File: src/rtl/unison_rx_pkg.sv
// Shared register map and field positions for the unison readout receiver.
package unison_rx_pkg;

    localparam logic [7:0] OFS_STATUS = 8'h00;
    localparam logic [7:0] OFS_DATA   = 8'h04;
    localparam logic [7:0] OFS_CTRL   = 8'h08;

    localparam int ST_EMPTY     = 0;
    localparam int ST_FULL      = 1;
    localparam int ST_OVERFLOW  = 2;
    localparam int ST_UNDERFLOW = 3;
    localparam int ST_ENABLE    = 4;
    localparam int ST_LEVEL_LSB = 8;

    localparam int CTRL_ENABLE    = 0;
    localparam int CTRL_FLUSH     = 1;
    localparam int CTRL_CLR_STICKY = 2;

    typedef struct packed {
        logic       empty;
        logic       full;
        logic       overflow;
        logic       underflow;
        logic       enable;
        logic [7:0] level;
    } status_t;

    function automatic logic [31:0] pack_status(input status_t s);
        logic [31:0] w;
        w = '0;
        w[ST_EMPTY]               = s.empty;
        w[ST_FULL]                = s.full;
        w[ST_OVERFLOW]            = s.overflow;
        w[ST_UNDERFLOW]           = s.underflow;
        w[ST_ENABLE]              = s.enable;
        w[ST_LEVEL_LSB +: 8]      = s.level;
        return w;
    endfunction

endpackage

File: src/rtl/unison_readout_rx_fifo.sv
// First-word-fall-through synchronous FIFO holding assembled readout frames.
module readout_fifo #(
    parameter int WIDTH = 32,
    parameter int DEPTH = 8
) (
    input  logic                     clk,
    input  logic                     rst,
    input  logic                     flush,
    input  logic                     push,
    input  logic                     pop,
    input  logic [WIDTH-1:0]         din,
    output logic [WIDTH-1:0]         dout,
    output logic                     full,
    output logic                     empty,
    output logic [$clog2(DEPTH):0]   level
);

    localparam int AW = $clog2(DEPTH);

    // push/pop are single-cycle requests: a push while full is dropped unless
    // a pop is accepted in the same cycle; a pop while empty is ignored.
    logic [WIDTH-1:0] mem_q [DEPTH];
    logic [AW:0]      wr_ptr_q, wr_ptr_d;
    logic [AW:0]      rd_ptr_q, rd_ptr_d;
    logic             do_push, do_pop;

    assign level   = wr_ptr_q - rd_ptr_q;
    assign full    = (level == (AW+1)'(DEPTH));
    assign empty   = (level == '0);
    assign dout    = mem_q[rd_ptr_q[AW-1:0]];
    assign do_pop  = pop & ~empty;
    assign do_push = push & (~full | do_pop);

    always_comb begin
        wr_ptr_d = wr_ptr_q;
        rd_ptr_d = rd_ptr_q;
        if (flush) begin
            wr_ptr_d = '0;
            rd_ptr_d = '0;
        end else begin
            if (do_push) wr_ptr_d = wr_ptr_q + 1'b1;
            if (do_pop)  rd_ptr_d = rd_ptr_q + 1'b1;
        end
    end

    always_ff @(posedge clk) begin
        if (rst) begin
            wr_ptr_q <= '0;
            rd_ptr_q <= '0;
        end else begin
            wr_ptr_q <= wr_ptr_d;
            rd_ptr_q <= rd_ptr_d;
        end
    end

    always_ff @(posedge clk) begin
        if (!flush && do_push) mem_q[wr_ptr_q[AW-1:0]] <= din;
    end

endmodule

File: src/rtl/unison_readout_rx.sv
// Receiver for the digital_unison serial readout link: synchronises the strobe
// and lanes, assembles {I,Q} frame words, buffers them and exposes a Wishbone window.
module unison_readout_rx
    import unison_rx_pkg::*;
#(
    parameter logic [31:0] BASE_ADDR  = 32'h3000_0000,
    parameter int          WORD_BITS  = 16,
    parameter int          FIFO_DEPTH = 8,
    parameter int          IRQ_THRESH = 4
) (
    input  logic        wb_clk_i,
    input  logic        wb_rst_i,
    input  logic        wbs_stb_i,
    input  logic        wbs_cyc_i,
    input  logic        wbs_we_i,
    input  logic [3:0]  wbs_sel_i,
    input  logic [31:0] wbs_dat_i,
    input  logic [31:0] wbs_adr_i,
    output logic        wbs_ack_o,
    output logic [31:0] wbs_dat_o,
    input  logic        clk_master,
    input  logic        rstb,
    input  logic [1:0]  read_out_I,
    input  logic [1:0]  read_out_Q,
    output logic        irq
);

    localparam int LW    = $clog2(FIFO_DEPTH) + 1;
    localparam int NPAIR = WORD_BITS / 2;
    localparam int CNT_W = (NPAIR > 1) ? $clog2(NPAIR) : 1;
    localparam logic [CNT_W-1:0] LAST_CNT = CNT_W'(NPAIR - 1);

    // Two-flop synchronisers; index [1] is the synchronised value.
    logic [1:0] cm_sync_q, rstb_sync_q;
    logic [1:0] i_s1_q, i_s2_q, q_s1_q, q_s2_q;
    logic       cm_prev_q;
    logic       strobe_edge;

    logic [CNT_W-1:0]     cnt_q, cnt_d;
    logic [WORD_BITS-1:0] sh_i_q, sh_i_d, sh_q_q, sh_q_d;
    logic [WORD_BITS+1:0] sh_i_ext, sh_q_ext;
    logic                 push_q, push_d;
    logic [31:0]          word_q, word_d;
    logic                 frame_active;

    logic        enable_q, enable_d;
    logic        overflow_q, overflow_d;
    logic        underflow_q, underflow_d;
    logic        ack_q;
    logic [31:0] dat_q, dat_d;
    logic        pop_q, pop_d;
    logic        irq_q, irq_d;

    logic        hit, ctrl_wr, flush, clr_sticky, ovf_set, unf_set;
    logic [7:0]  ofs;
    logic [31:0] rdata;
    logic [7:0]  level8;

    logic [31:0]   fifo_dout;
    logic          fifo_full, fifo_empty;
    logic [LW-1:0] fifo_level;

    logic unused_ok;
    assign unused_ok = ^{wbs_dat_i[31:3], wbs_sel_i[3:1]};

    always_ff @(posedge wb_clk_i) begin
        if (wb_rst_i) begin
            cm_sync_q   <= '0;
            rstb_sync_q <= '0;
            i_s1_q      <= '0;
            i_s2_q      <= '0;
            q_s1_q      <= '0;
            q_s2_q      <= '0;
            cm_prev_q   <= 1'b0;
        end else begin
            cm_sync_q   <= {cm_sync_q[0], clk_master};
            rstb_sync_q <= {rstb_sync_q[0], rstb};
            i_s1_q      <= read_out_I;
            i_s2_q      <= i_s1_q;
            q_s1_q      <= read_out_Q;
            q_s2_q      <= q_s1_q;
            cm_prev_q   <= cm_sync_q[1];
        end
    end

    assign strobe_edge  = cm_sync_q[1] & ~cm_prev_q;
    assign frame_active = enable_q & rstb_sync_q[1] & ~flush;
    assign sh_i_ext     = {sh_i_q, i_s2_q};
    assign sh_q_ext     = {sh_q_q, q_s2_q};

    // Deserialiser: any loss of enable/rstb or a flush discards the partial frame.
    always_comb begin
        cnt_d  = cnt_q;
        sh_i_d = sh_i_q;
        sh_q_d = sh_q_q;
        push_d = 1'b0;
        word_d = word_q;
        if (!frame_active) begin
            cnt_d  = '0;
            sh_i_d = '0;
            sh_q_d = '0;
        end else if (strobe_edge) begin
            sh_i_d = sh_i_ext[WORD_BITS-1:0];
            sh_q_d = sh_q_ext[WORD_BITS-1:0];
            if (cnt_q == LAST_CNT) begin
                cnt_d  = '0;
                push_d = 1'b1;
                word_d = '0;
                word_d[16 +: WORD_BITS] = sh_i_ext[WORD_BITS-1:0];
                word_d[0  +: WORD_BITS] = sh_q_ext[WORD_BITS-1:0];
            end else begin
                cnt_d = cnt_q + 1'b1;
            end
        end
    end

    assign ofs     = wbs_adr_i[7:0];
    assign hit     = wbs_stb_i & wbs_cyc_i & (wbs_adr_i[31:8] == BASE_ADDR[31:8]) & ~ack_q;
    assign ctrl_wr = hit & wbs_we_i & (ofs == OFS_CTRL) & wbs_sel_i[0];
    assign flush      = ctrl_wr & wbs_dat_i[CTRL_FLUSH];
    assign clr_sticky = ctrl_wr & wbs_dat_i[CTRL_CLR_STICKY];
    assign level8     = 8'(fifo_level);

    // A push into a full FIFO only overflows when no pop frees a slot that cycle.
    assign ovf_set = push_q & fifo_full & ~pop_q & ~flush;
    assign unf_set = hit & ~wbs_we_i & (ofs == OFS_DATA) & fifo_empty;

    always_comb begin
        status_t st;
        st.empty     = fifo_empty;
        st.full      = fifo_full;
        st.overflow  = overflow_q;
        st.underflow = underflow_q;
        st.enable    = enable_q;
        st.level     = level8;
        case (ofs)
            OFS_STATUS: rdata = pack_status(st);
            OFS_DATA:   rdata = fifo_empty ? 32'h0 : fifo_dout;
            OFS_CTRL:   rdata = {31'b0, enable_q};
            default:    rdata = 32'h0;
        endcase
    end

    always_comb begin
        dat_d       = (hit && !wbs_we_i) ? rdata : 32'h0;
        pop_d       = hit & ~wbs_we_i & (ofs == OFS_DATA) & ~fifo_empty;
        enable_d    = ctrl_wr ? wbs_dat_i[CTRL_ENABLE] : enable_q;
        overflow_d  = (overflow_q & ~clr_sticky) | ovf_set;
        underflow_d = (underflow_q & ~clr_sticky) | unf_set;
        irq_d       = enable_q & ((level8 >= 8'(IRQ_THRESH)) | overflow_q);
    end

    always_ff @(posedge wb_clk_i) begin
        if (wb_rst_i) begin
            cnt_q       <= '0;
            sh_i_q      <= '0;
            sh_q_q      <= '0;
            push_q      <= 1'b0;
            word_q      <= '0;
            enable_q    <= 1'b0;
            overflow_q  <= 1'b0;
            underflow_q <= 1'b0;
            ack_q       <= 1'b0;
            dat_q       <= '0;
            pop_q       <= 1'b0;
            irq_q       <= 1'b0;
        end else begin
            cnt_q       <= cnt_d;
            sh_i_q      <= sh_i_d;
            sh_q_q      <= sh_q_d;
            push_q      <= push_d;
            word_q      <= word_d;
            enable_q    <= enable_d;
            overflow_q  <= overflow_d;
            underflow_q <= underflow_d;
            ack_q       <= hit;
            dat_q       <= dat_d;
            pop_q       <= pop_d;
            irq_q       <= irq_d;
        end
    end

    readout_fifo #(
        .WIDTH (32),
        .DEPTH (FIFO_DEPTH)
    ) u_fifo (
        .clk   (wb_clk_i),
        .rst   (wb_rst_i),
        .flush (flush),
        .push  (push_q),
        .pop   (pop_q),
        .din   (word_q),
        .dout  (fifo_dout),
        .full  (fifo_full),
        .empty (fifo_empty),
        .level (fifo_level)
    );

    assign wbs_ack_o = ack_q;
    assign wbs_dat_o = dat_q;
    assign irq       = irq_q;

endmodule

File: config.mk
export PLATFORM = sky130hd
export DESIGN_NAME = unison_readout_rx
export DESIGN_NICKNAME = d
export VERILOG_FILES = /design/src/rtl/unison_rx_pkg.sv /design/src/rtl/unison_readout_rx_fifo.sv /design/src/rtl/unison_readout_rx.sv
export SDC_FILE = /design/constraint.sdc
export NUM_CORES = 1
export LEC_CHECK = 0
export BUFFER_PORTS_ARGS = -buffer_cell sky130_fd_sc_hd__buf_2
export CORE_MARGIN = 2
export CORE_UTILIZATION = 59
export DETAILED_ROUTE_END_ITERATION = 8
export HOLD_SLACK_MARGIN = 0.06
export PLACE_DENSITY = 0.79
export SYNTH_ARGS = -nofsm -noshare
export SYNTH_HDL_FRONTEND = slang
export SYNTH_HIERARCHICAL = 1
export SYNTH_SLANG_ARGS = --single-unit
File: constraint.sdc
create_clock -name wb_clk_i -period 7.3 [get_ports wb_clk_i]
set_clock_uncertainty 0.05 [all_clocks]
set_input_delay 1.095 -clock wb_clk_i [delete_from_list [all_inputs] [get_ports wb_clk_i]]
set_output_delay 1.095 -clock wb_clk_i [all_outputs]
set_load 0.005 [all_outputs]
==> out/metrics.csv, run 1 <==
stage,metric,value,unit
global_routing,antenna_found_initial,1,
synthesis,synthFlopType,edfxtp_1,
synthesis,yosysSeqAreaShare,69.88,%
clocking,cts_hold_buf,0,
timing,fin_ws,3.291,ns
synthesis,synthMuxAreaShare,14.66,%
synthesis,syn_nets,973,
synthesis,yosys.area_share.simple,9.917,%
global_routing,grt_pass1_vias,7885,
synthesis,synth.avg_cell_area,16.49,sq um
clocking,cts_tree,built,
synthesis,synthTopCellsByArea,"edfxtp_1 53%, dfxtp_1 17%, mux4_2 9.9%",
drt,antenna_left,0,
synthesis,yosysWarnings,6,
die,dieArea,26040,sq um
global_routing,grt.total_usage,21.93,%
drt,drtIter0Drc,802,
synthesis,netlist_area,14610,sq um
timing,setup_violations,0,
drt,drc,0,
die,die_h,161.4,um
clocking,insertion_delay,0.53,ns
finish,layout.nets,1064,
synthesis,netlist.area_leader.share,52.62,%
timing,holdWs,0.3863,ns
timing,slew_viol_final,0,
die,rows,57,
critical_path,critPathLaunchType,flip-flop,
synthesis,synth_xor_xnor_area_share,0.2997,%
drt,first_pass_iters,5,
placement,hpwlAfterDp,14670,um
die,io_pins,113,
timing,rsz0062_at_grt,no,
finish,area_growth,13.73,%
outcome,outcome,"finished, final reports clean",
timing,fmax,0.2494,GHz
synthesis,synth_compound_area_share,2.543,%
critical_path,crit_type,flip-flop to flip-flop,
timing,fin_crit_sh,54.92,%
critical_path,required,7.71,ns
clocking,cts_setup_buffers,0,
global_routing,overflow,0,
synthesis,synth_cells,886,
critical_path,reg2reg_slack,3.29,ns
clocking,cts_root_buf,clkbuf_16,
power_and_ir_drop,p_per_area,256.8,nW/um^2
drt,num_vias,7800,
synthesis,synth_seq_cells,382,
job,maxCapViolations,0,
timing,setup_tns,0,ns
global_routing,grt_max_degree,86,
synthesis,synth_async_sr_flop_share,0,%
drt,wire_per_inst,21.05,um
clocking,cts_buffer_depth,3,
clocking,htreeDepth,2,
timing,worst_pin_slew,1.186,ns
drt,viasPerCell,5.860,
timing,hold_viol,0,
critical_path,arrival,4.42,ns
global_routing,grt_pass1_wl,43440,um
clocking,clkSinkCount,382,
clocking,clkTransAtPathRegs,0.06,ns
die,initial_core_util,60.08,%
die,die_x,161.4,um
synthesis,synthAdderAreaFrac,0.7365,%
drt,drt-total-wl,28020,um
timing,finalCriticalPeriod,4.009,ns
placement,pre_cts_ws,3.332,ns
worst_hold_path,hp-class,flip-flop to flip-flop,
finish,layout_common_cells,"256 x edfxtp_1, 124 x dfxtp_1, 80 x buf_2",
clocking,cts_buffers,38,
placement,gp_congestion,0.7244,
synthesis,synth_enable_flop_cells,256,
finish,final_common_cell,edfxtp_1,
synthesis,synth_top_area_cell,edfxtp_1,
die,core,24320,sq um
placement,port_buffers,80,
power_and_ir_drop,p_leak,5.711,nW
clocking,cts.repair.resized,0,
synthesis,synth_cell_types,51,
finish,drive_above_1_share,28.00,%
critical_path,crit_fanout,24,
finish,n_antenna_cell,0,
timing,maxSlewHeadroom,20.96,%
synthesis,synth_top_family_by_area,multiplexers,
critical_path,cp-end-kind,flip-flop,
power_and_ir_drop,ir_drop,0.2131,mV
## where the power goes
part	switching (W)	leakage [nW]	internal, W	total (W)
registers	0.00000131	3.64	0.00228	0.00228
clock network	0.000790	0.613	0.00115	0.00194
logic	0.0000213	1.46	0.0000198	0.0000411
total	0.000813	5.71	0.00345	0.00427
## Yosys cell counts (2+ instances only)
cell type  instances
a21oi_1           40
a22oi_1            8
and2_1            23
buf_2             10
buf_6              4
buf_8              3
clkbuf_1          29
dfxtp_1          126
edfxtp_1         256
ha_1               7
inv_1              7
mux2_2            32
mux2i_1           34
mux4_2            64
nand2_1           67
nand2b_1          66
nand3_1            6
nand3b_1           3
nor2_1            24
nor2b_1           16
nor3_1             9
nor3_4             3
nor3b_1            3
nor4_1             4
nor4_2             2
nor4_4             4
o21ai_0            5
or3_1              4
or3_2              2
xnor2_1            2
xor2_1             3
## critical path: stages, from the launching register on
cell and delay, ns:
dfxtp_1 0.36, inv_1 0.18, ha_1 0.22, inv_1 0.06, fa_1 0.37, xor2_1 0.31
or3_4 0.24, nor2_1 0.07, nor3b_1 0.25, nor2b_1 0.54, and3b_1 1.04, and2_1 0.25
## layer usage
metal | part of all wire [%] | global-route usage, % | vias to the layer above
met2 | 51 | 37.04 | 248
met4 | 1.8 | 6.128 | 0
met5 | 0 | 0 | -
met1 | 41 | 29.91 | 3996
li1 | - | - | 3518
met3 | 6.5 | 3.672 | 38
## cell families (layout without fill, tap and decap cells)
| group | count (synthesis) | in the layout |
|---|---|---|
| adder cells (fa/ha/maj) | 8 | 8 |
| buffers and inverters | 55 | 176 |
| multiplexers | 130 | 130 |
| AND/OR/NAND/NOR | 246 | 246 |
| flip-flops | 382 | 382 |
| XOR/XNOR | 5 | 5 |
| AO/OA/AOI/OAI | 60 | 60 |
## stage by stage
step,cell area (sq um),std cells,utilization [%],power (W)
2_1_floorplan,14610,886,-,0.002351
3_3_place_gp,15350,1261,63.13,0.002370
3_5_place_dp,15350,1261,63.13,0.002371
4_1_cts,16620,1331,68.32,0.004294
5_1_grt,16620,1331,68.32,0.004386
6_report,16620,1331,68.32,0.004268
## area by class of cell
class	instances	area [sq um]
inverters	7	26.28
well taps	324	405.4
multi-input cells	449	4164
clock buffers	56	1090
fillers	1566	7704
clock inverters	14	172.7
flip-flops and latches	382	10210
repair buffers	99	543.0
## state kept, by name, summed over array words and instances, names as in the netlist, named ones only
name / flops
cm_prev_q: 1
cm_sync_q: 2
cnt_q: 3
enable_q: 1
i_s1_q: 2
i_s2_q: 2
irq: 1
overflow_q: 1
pop_q: 1
push_q: 1
q_s1_q: 2
q_s2_q: 2
rstb_sync_q: 2
sh_i_q: 14
sh_q_q: 14
u_fifo/mem_q: 256
u_fifo/rd_ptr_q: 4
u_fifo/wr_ptr_q: 4
underflow_q: 1
wbs_ack_o: 1
wbs_dat_o: 32
word_q: 32
## worst paths after layout
| kind | startpoint | cells after the start | to |
|---|---|---|---|
| hold reg to reg | i_s1_q[0] | 1 | i_s2_q[0] |
| setup / recovery | u_fifo/wr_ptr_q[0] | 11 | wbs_dat_o[28] |
| hold / removal | i_s1_q[0] | 1 | i_s2_q[0] |
| setup reg to reg | u_fifo/wr_ptr_q[0] | 11 | wbs_dat_o[28] |
Power figures use the tool's default switching activity.
==> inputs of run 2 (changes only) <==
CORE_UTILIZATION = 54   (was 59)
PLACE_DENSITY = 0.76   (was 0.79)
clock period = 3.3 ns   (was 7.3 ns; I/O delays follow)
==> run 2 against run 1 <==
Worst hold slack got worse by 0.25 ns. First-iteration DRC count fell by 30%. Setup slack got worse by 3.1 ns. Register-to-register slack got worse by 3.1 ns. Sequential share of layout area fell by 0.81 points. Global-route usage fell by 2.1 points. Critical path type unchanged. Utilization fell by 5.3 points. Largest cell class unchanged. Cell count rose by 1.8%.
==> out/metrics.csv, run 2 (synthesized netlist as in run 1, its figures left out) <==
stage,metric,value,unit,change
finish,layout.nets,1072,,+0.75%
timing,fin_ws,0.2051,ns,-3.086 ns
clocking,htreeDepth,2,,unchanged
finish,area_growth,15.24,%,
critical_path,cp_top_family,simple AND/OR/NAND/NOR gates,,
power_and_ir_drop,p_leak,5.794,nW,+1.4%
timing,setup_tns,0,ns,unchanged
timing,slew_viol_final,0,,unchanged
power_and_ir_drop,p_per_area,556.2,nW/um^2,+120%
timing,fmax,0.3231,GHz,+30%
outcome,outcome,"finished, final reports clean",,
critical_path,crit_type,flip-flop to flip-flop,,
global_routing,grt.total_usage,19.84,%,-2.1 points
critical_path,crit_chain,inv_2 > ha_1 > inv_1 > fa_1 > xor2_1 > or3_4 > o41ai_4 > nor3_4 > buf_4,,
die,core,26730,sq um,+9.9%
job,maxCapViolations,0,,unchanged
drt,first_pass_iters,5,,unchanged
drt,num_vias,7646,,-2.0%
clocking,cts_tree,built,,
timing,worst_pin_slew,0.6432,ns,-0.5423 ns
die,die_x,168.5,um,+4.4%
finish,final_common_cell,edfxtp_1,,
critical_path,crit_path_max_incr_delay,0.52,ns,-0.52 ns
finish,drive_above_1_share,28.90,%,+0.89 points
critical_path,path_buf_inv,3,,+1
timing,finalCriticalPeriod,3.095,ns,-0.9142 ns
global_routing,grt_pass1_wl,43130,um,-0.73%
critical_path,cp_slowest_cell,nor3_4,,
global_routing,grt_max_degree,65,,-24%
die,die_h,168.5,um,+4.4%
die,initial_core_util,54.67,%,-5.4 points
critical_path,critPathLaunchType,flip-flop,,
clocking,cts_buffer_depth,3,,unchanged
timing,setup_violations,0,,unchanged
clocking,cts_root_buf,clkbuf_16,,
drt,wire_per_inst,20.31,um,-3.5%
worst_hold_path,hp-class,input pin to flip-flop,,
die,dieArea,28390,sq um,+9.0%
drt,viasPerCell,5.643,,-3.7%
die,io_pins,113,,unchanged
timing,maxSlewHeadroom,57.12,%,+36 points
timing,hold_viol,0,,unchanged
timing,rsz0062_at_grt,no,,
critical_path,required,3.41,ns,-4.30 ns
finish,layout_common_cells,"256 x edfxtp_1, 124 x dfxtp_1, 80 x buf_2",,
clocking,clkTransAtPathRegs,0.06,ns,about the same
clocking,cts_buffers,38,,unchanged
drt,drtIter0Drc,563,,-30%
global_routing,overflow,0,,unchanged
finish,largest_reg_flops,256,,unchanged
drt,drc,0,,unchanged
drt,drt-total-wl,27520,um,-1.8%
power_and_ir_drop,ir_drop,0.4852,mV,+130%
placement,port_buffers,80,,unchanged
power_and_ir_drop,finalPower,0.009365,W,+120%
placement,gp_congestion,0.7400,,+2.2%
finish,fillers,1904,,+22%
placement,pre_cts_ws,0.09560,ns,-3.237 ns
placement,numPlacedInstances,1286,,+2.0%
finish,n_antenna_cell,0,,unchanged
clocking,cts_hold_buf,0,,unchanged
timing,fin_crit_sh,93.79,%,+39 points
clocking,insertion_delay,0.52,ns,about the same
finish,final_cell_count_no_fill,1355,,+1.8%
clocking,clkSinkCount,382,,unchanged
critical_path,arrival,3.21,ns,-1.21 ns
drt,antenna_left,0,,unchanged
placement,hpwlAfterDp,15050,um,+2.6%
die,rows,60,,+5.3%
finish,finish.utilization,63.00,%,-5.3 points
critical_path,cp-end-kind,flip-flop,,
global_routing,grt_pass1_vias,7895,,+0.13%
global_routing,antenna_found_initial,0,,-1
critical_path,crit_fanout,24,,unchanged
-- run 2: cell types whose count changed in the layout (fill, tap and decap cells not counted), moves of 3 or more --
cell and change:
clkinv_2 +3, nor4_4 +3, buf_12 +8, nor4_2 -3
-- run 2: metrics by stage --
stage	hold WS (ns)	area, sq um
3_5_place_dp	0.3720	15590
5_1_grt	0.1204	16840
4_1_cts	0.1192	16820
6_report	0.1355	16840
2_1_floorplan	0.3638	14670
3_3_place_gp	0.3708	15590
-- run 2: metal layers --
layer	wire length [um]	track usage, %	share of wire, %
met5	0	0	0
met4	648	6.484	2.4
met3	1276	3.156	4.6
met2	13880	33.48	50
met1	11710	26.76	43
-- run 2: area by class of cell --
| type | count | area [sq um] | share of cell area [%] |
|---|---|---|---|
| Clock buffer | 54 | 1082 | 6.428 |
| Multi-Input combinational cell | 449 | 4230 | 25.12 |
| Clock inverter | 15 | 153.9 | 0.9140 |
| Inverter | 7 | 26.28 | 0.1561 |
| Tap cell | 341 | 426.7 | 2.534 |
| Timing Repair Buffer | 107 | 703.2 | 4.176 |
| Sequential cell | 382 | 10210 | 60.67 |
-- run 2: worst paths after layout --
kind | startpoint | end | slack (ns) | cells after the start
worst max-delay path | u_fifo/wr_ptr_q[0] | u_fifo/mem_q[7][25] | 0.21 | 9
worst min register to register | i_s1_q[0] | i_s2_q[0] | 0.39 | 1
worst min-delay path | read_out_I[0] | i_s1_q[0] | 0.14 | 2
worst max register to register | u_fifo/wr_ptr_q[0] | u_fifo/mem_q[7][25] | 0.21 | 9
-- run 2: what timing repair did --
action | CTS | global route
setup buffers | 0 | 0
gates resized for setup | 0 | 3
setup endpoints to repair | 0 | 24
-- run 2: where the power goes --
part           leakage [nW]  switching [W]  internal, W
logic                  1.54      0.0000478    0.0000436
clock network         0.611        0.00170      0.00252
registers              3.64     0.00000290      0.00505
==> inputs of run 3 (changes only) <==
ABC_AREA = 1   (was unset)
GPL_ROUTABILITY_DRIVEN = 0   (was unset)
==> run 3 against run 2 <==
Power down 1.5%. Fmax up 13%. Clock-buffer cell count increased by 5. Critical path type unchanged. Largest cell class unchanged.
==> out/metrics.csv, run 3 <==
stage,metric,value,unit,change
clocking,clkSinkCount,382,,unchanged
timing,worst_pin_slew,1.029,ns,+0.3860 ns
global_routing,grt_pass1_wl,48380,um,+12%
critical_path,cp-end-kind,flip-flop,,
clocking,clkTransAtPathRegs,0.06,ns,about the same
critical_path,arrival,2.95,ns,-0.26 ns
finish,multi_input_area,4100,sq um,-3.1%
critical_path,reg2reg_slack,0.55,ns,+0.35 ns
drt,antenna_left,0,,unchanged
power_and_ir_drop,ir_drop,0.3461,mV,-29%
drt,drtIter0Drc,847,,+50%
clocking,cts.repair.resized,0,,unchanged
finish,drive_above_1_share,13.80,%,-15 points
power_and_ir_drop,finalPower,0.009221,W,-1.5%
placement,hpwlAfterDp,16570,um,+10%
power_and_ir_drop,swShare,19.12,%,+0.44 points
critical_path,r2r-start,u_fifo/wr_ptr_q[0],,
synthesis,yosysWarnings,6,,unchanged
global_routing,grt_pass1_vias,9828,,+24%
synthesis,synth_cell_types,35,,-31%
drt,first_pass_iters,5,,unchanged
global_routing,use_met3,3.452,%,+0.30 points
timing,rsz0062_at_grt,no,,
synthesis,yosys-top-cells-count,"278 x nor2_1, 273 x nand2_1, 256 x edfxtp_1",,
job,maxCapViolations,0,,unchanged
finish,fillers,2139,,+12%
clocking,cts_buffers,39,,+2.6%
drt,viasPerCell,5.264,,-6.7%
power_and_ir_drop,seq_power_share,54.8,%,+0.9 points
clocking,cts_root_buf,clkbuf_16,,
finish,area_growth,12.93,%,
die,die_x,172.5,um,+2.4%
timing,setup_violations,0,,unchanged
power_and_ir_drop,p_leak,6.510,nW,+12%
global_routing,busiest_layer,met2,,
outcome,outcome,"finished, final reports clean",,
synthesis,synth_async_sr_flop_share,0,%,unchanged
synthesis,synth.avg_cell_area,10.43,sq um,-37%
worst_hold_path,worstHoldStart,clk_master,,
finish,regArea,10220,sq um,about the same
synthesis,netlist.area_leader.share,50.12,%,-2.5 points
die,die_h,172.5,um,+2.4%
synthesis,synth_top_area_cell,edfxtp_1,,
placement,port_buffers,80,,unchanged
power_and_ir_drop,clkPwrFrac,44.3,%,-0.8 points
finish,final_cell_count_no_fill,1943,,+43%
global_routing,grt_max_degree,71,,+9.2%
timing,fmax,0.3643,GHz,+13%
die,io_pins,113,,unchanged
synthesis,syn_nets,1558,,+60%
drt,num_vias,10230,,+34%
die,core,27860,sq um,+4.2%
die,initial_core_util,55.06,%,+0.39 points
die,rows,61,,+1.7%
global_routing,antenna_found_initial,1,,+1
clocking,cts_setup_buffers,0,,unchanged
clocking,insertion_delay,0.52,ns,about the same
clocking,htreeDepth,2,,unchanged
clocking,cts_hold_buf,0,,unchanged
global_routing,met1_usage,25.98,%,-0.77 points
synthesis,synth_most_common_cell,nor2_1,,
critical_path,crit_fanout,32,,+33%
synthesis,synthTopCellsByArea,"edfxtp_1 50%, dfxtp_1 16%, nor2_1 6.8%",,
timing,fin_crit_sh,83.19,%,-11 points
timing,maxSlewHeadroom,31.31,%,-26 points
synthesis,yosysSeqAreaShare,66.57,%,-3.3 points
synthesis,synthFlopType,edfxtp_1,,
global_routing,overflow,0,,unchanged
die,dieArea,29770,sq um,+4.9%
timing,finalCriticalPeriod,2.745,ns,-0.3497 ns
finish,layout.nets,1622,,+51%
drt,wire_per_inst,15.49,um,-24%
timing,slew_viol_final,0,,unchanged
power_and_ir_drop,p_int,0.007458,W,-2.1%
power_and_ir_drop,comb_power_share,0.9,%,about the same
clocking,cts_buffer_depth,3,,unchanged
critical_path,required,3.50,ns,+0.09 ns
finish,n_antenna_cell,0,,unchanged
synthesis,synth_cells,1471,,+66%
global_routing,grt.total_usage,20.15,%,+0.30 points
synthesis,synth_enable_flop_cells,256,,unchanged
clocking,cts_tree,built,,
global_routing,grtUsageMet2,34.47,%,+0.99 points
synthesis,synth_seq_cells,382,,unchanged
finish,layout_common_cells,"273 x nand2_1, 273 x nor2_1, 256 x edfxtp_1",,
synthesis,netlist_area,15340,sq um,+5.0%
critical_path,critPathLaunchType,flip-flop,,
timing,hold_viol,0,,unchanged
critical_path,crit_type,flip-flop to flip-flop,,
power_and_ir_drop,netSwitchingPower,0.001763,W,+0.80%
drt,drc,0,,unchanged
placement,numPlacedInstances,1872,,+46%
finish,largest_reg_flops,256,,unchanged
power_and_ir_drop,p_per_area,532.4,nW/um^2,-4.3%
critical_path,startpoint,u_fifo/wr_ptr_q[0],,
drt,drt-total-wl,30100,um,+9.4%
worst_hold_path,hp-class,input pin to flip-flop,,
==> run 3: cell count changes after synthesis, moves of 64 or more <==
cell / change
nor2_1: +254
nand2_1: +206
inv_1: +139
nand2b_1: -66
mux4_2: -64
o32ai_1: +64
==> run 3: final timing paths <==
path | to | cells past startpoint
hold reg to reg | rstb_sync_q[1] | 2
hold / removal | cm_sync_q[0] | 3
setup / recovery | u_fifo/mem_q[2][26] | 12
setup reg to reg | u_fifo/mem_q[2][26] | 12
==> run 3: cells by family after synthesis <==
| kind of cell | after synthesis | share of synthesized area, % |
|---|---|---|
| simple gates | 652 | 18.01 |
| flops | 382 | 66.57 |
| buf+inv | 246 | 7.040 |
| compound gates | 178 | 7.391 |
| fa+ha+maj | 8 | 0.7016 |
| xor+xnor | 5 | 0.2855 |
==> run 3: worst max-delay path, cell delays in order, from the launching register on <==
cell,delay [ns]
dfxtp_1,0.41
inv_1,0.10
ha_1,0.20
inv_1,0.09
fa_1,0.42
or2_0,0.24
nor2_2,0.18
nand3_2,0.16
nand2_2,0.12
inv_2,0.05
nand2_2,0.18
nor2_4,0.06
buf_12,0.19
==> run 3: area by class of cell <==
| type | count | share of cell area [%] |
|---|---|---|
| flip-flops and latches | 382 | 58.99 |
| clock buffers | 59 | 6.545 |
| inverters | 168 | 3.662 |
| well taps | 378 | 2.731 |
| repair buffers | 101 | 4.016 |
| clock inverters | 12 | 0.3829 |
| multi-input cells | 843 | 23.67 |
==> run 3: power groups by stage <==
| stage | clock network (W) | registers, W | logic [W] |
|---|---|---|---|
| 2_1_floorplan | 0 | 0.00515 | 0.0000458 |
| 3_3_place_gp | 0 | 0.00515 | 0.0000833 |
| 3_5_place_dp | 0 | 0.00515 | 0.0000855 |
| 4_1_cts | 0.00416 | 0.00505 | 0.0000858 |
| 5_1_grt | 0.00434 | 0.00505 | 0.0000970 |
| 6_report | 0.00409 | 0.00505 | 0.0000851 |
==> run 3: per-stage QoR <==
stage	util (%)	instance area, sq um	setup WS [ns]	hold WS (ns)	TNS (ns)
floorplan	-	15340	-0.07248	0.3383	-9.278
global placement	57.87	16120	0.6227	0.3399	0
detailed placement	57.87	16120	0.5967	0.3428	0
CTS	62.17	17320	0.5661	0.1097	0
global route	62.17	17320	0.3422	0.1218	0
finish	62.17	17320	0.5548	0.1267	0
==> run 3: layer usage <==
layer / share of wire (%) / wire length [um]
met5: 0.037 / 11
met2: 49 / 14690
met4: 2.3 / 697
met3: 5.8 / 1756
met1: 43 / 12940
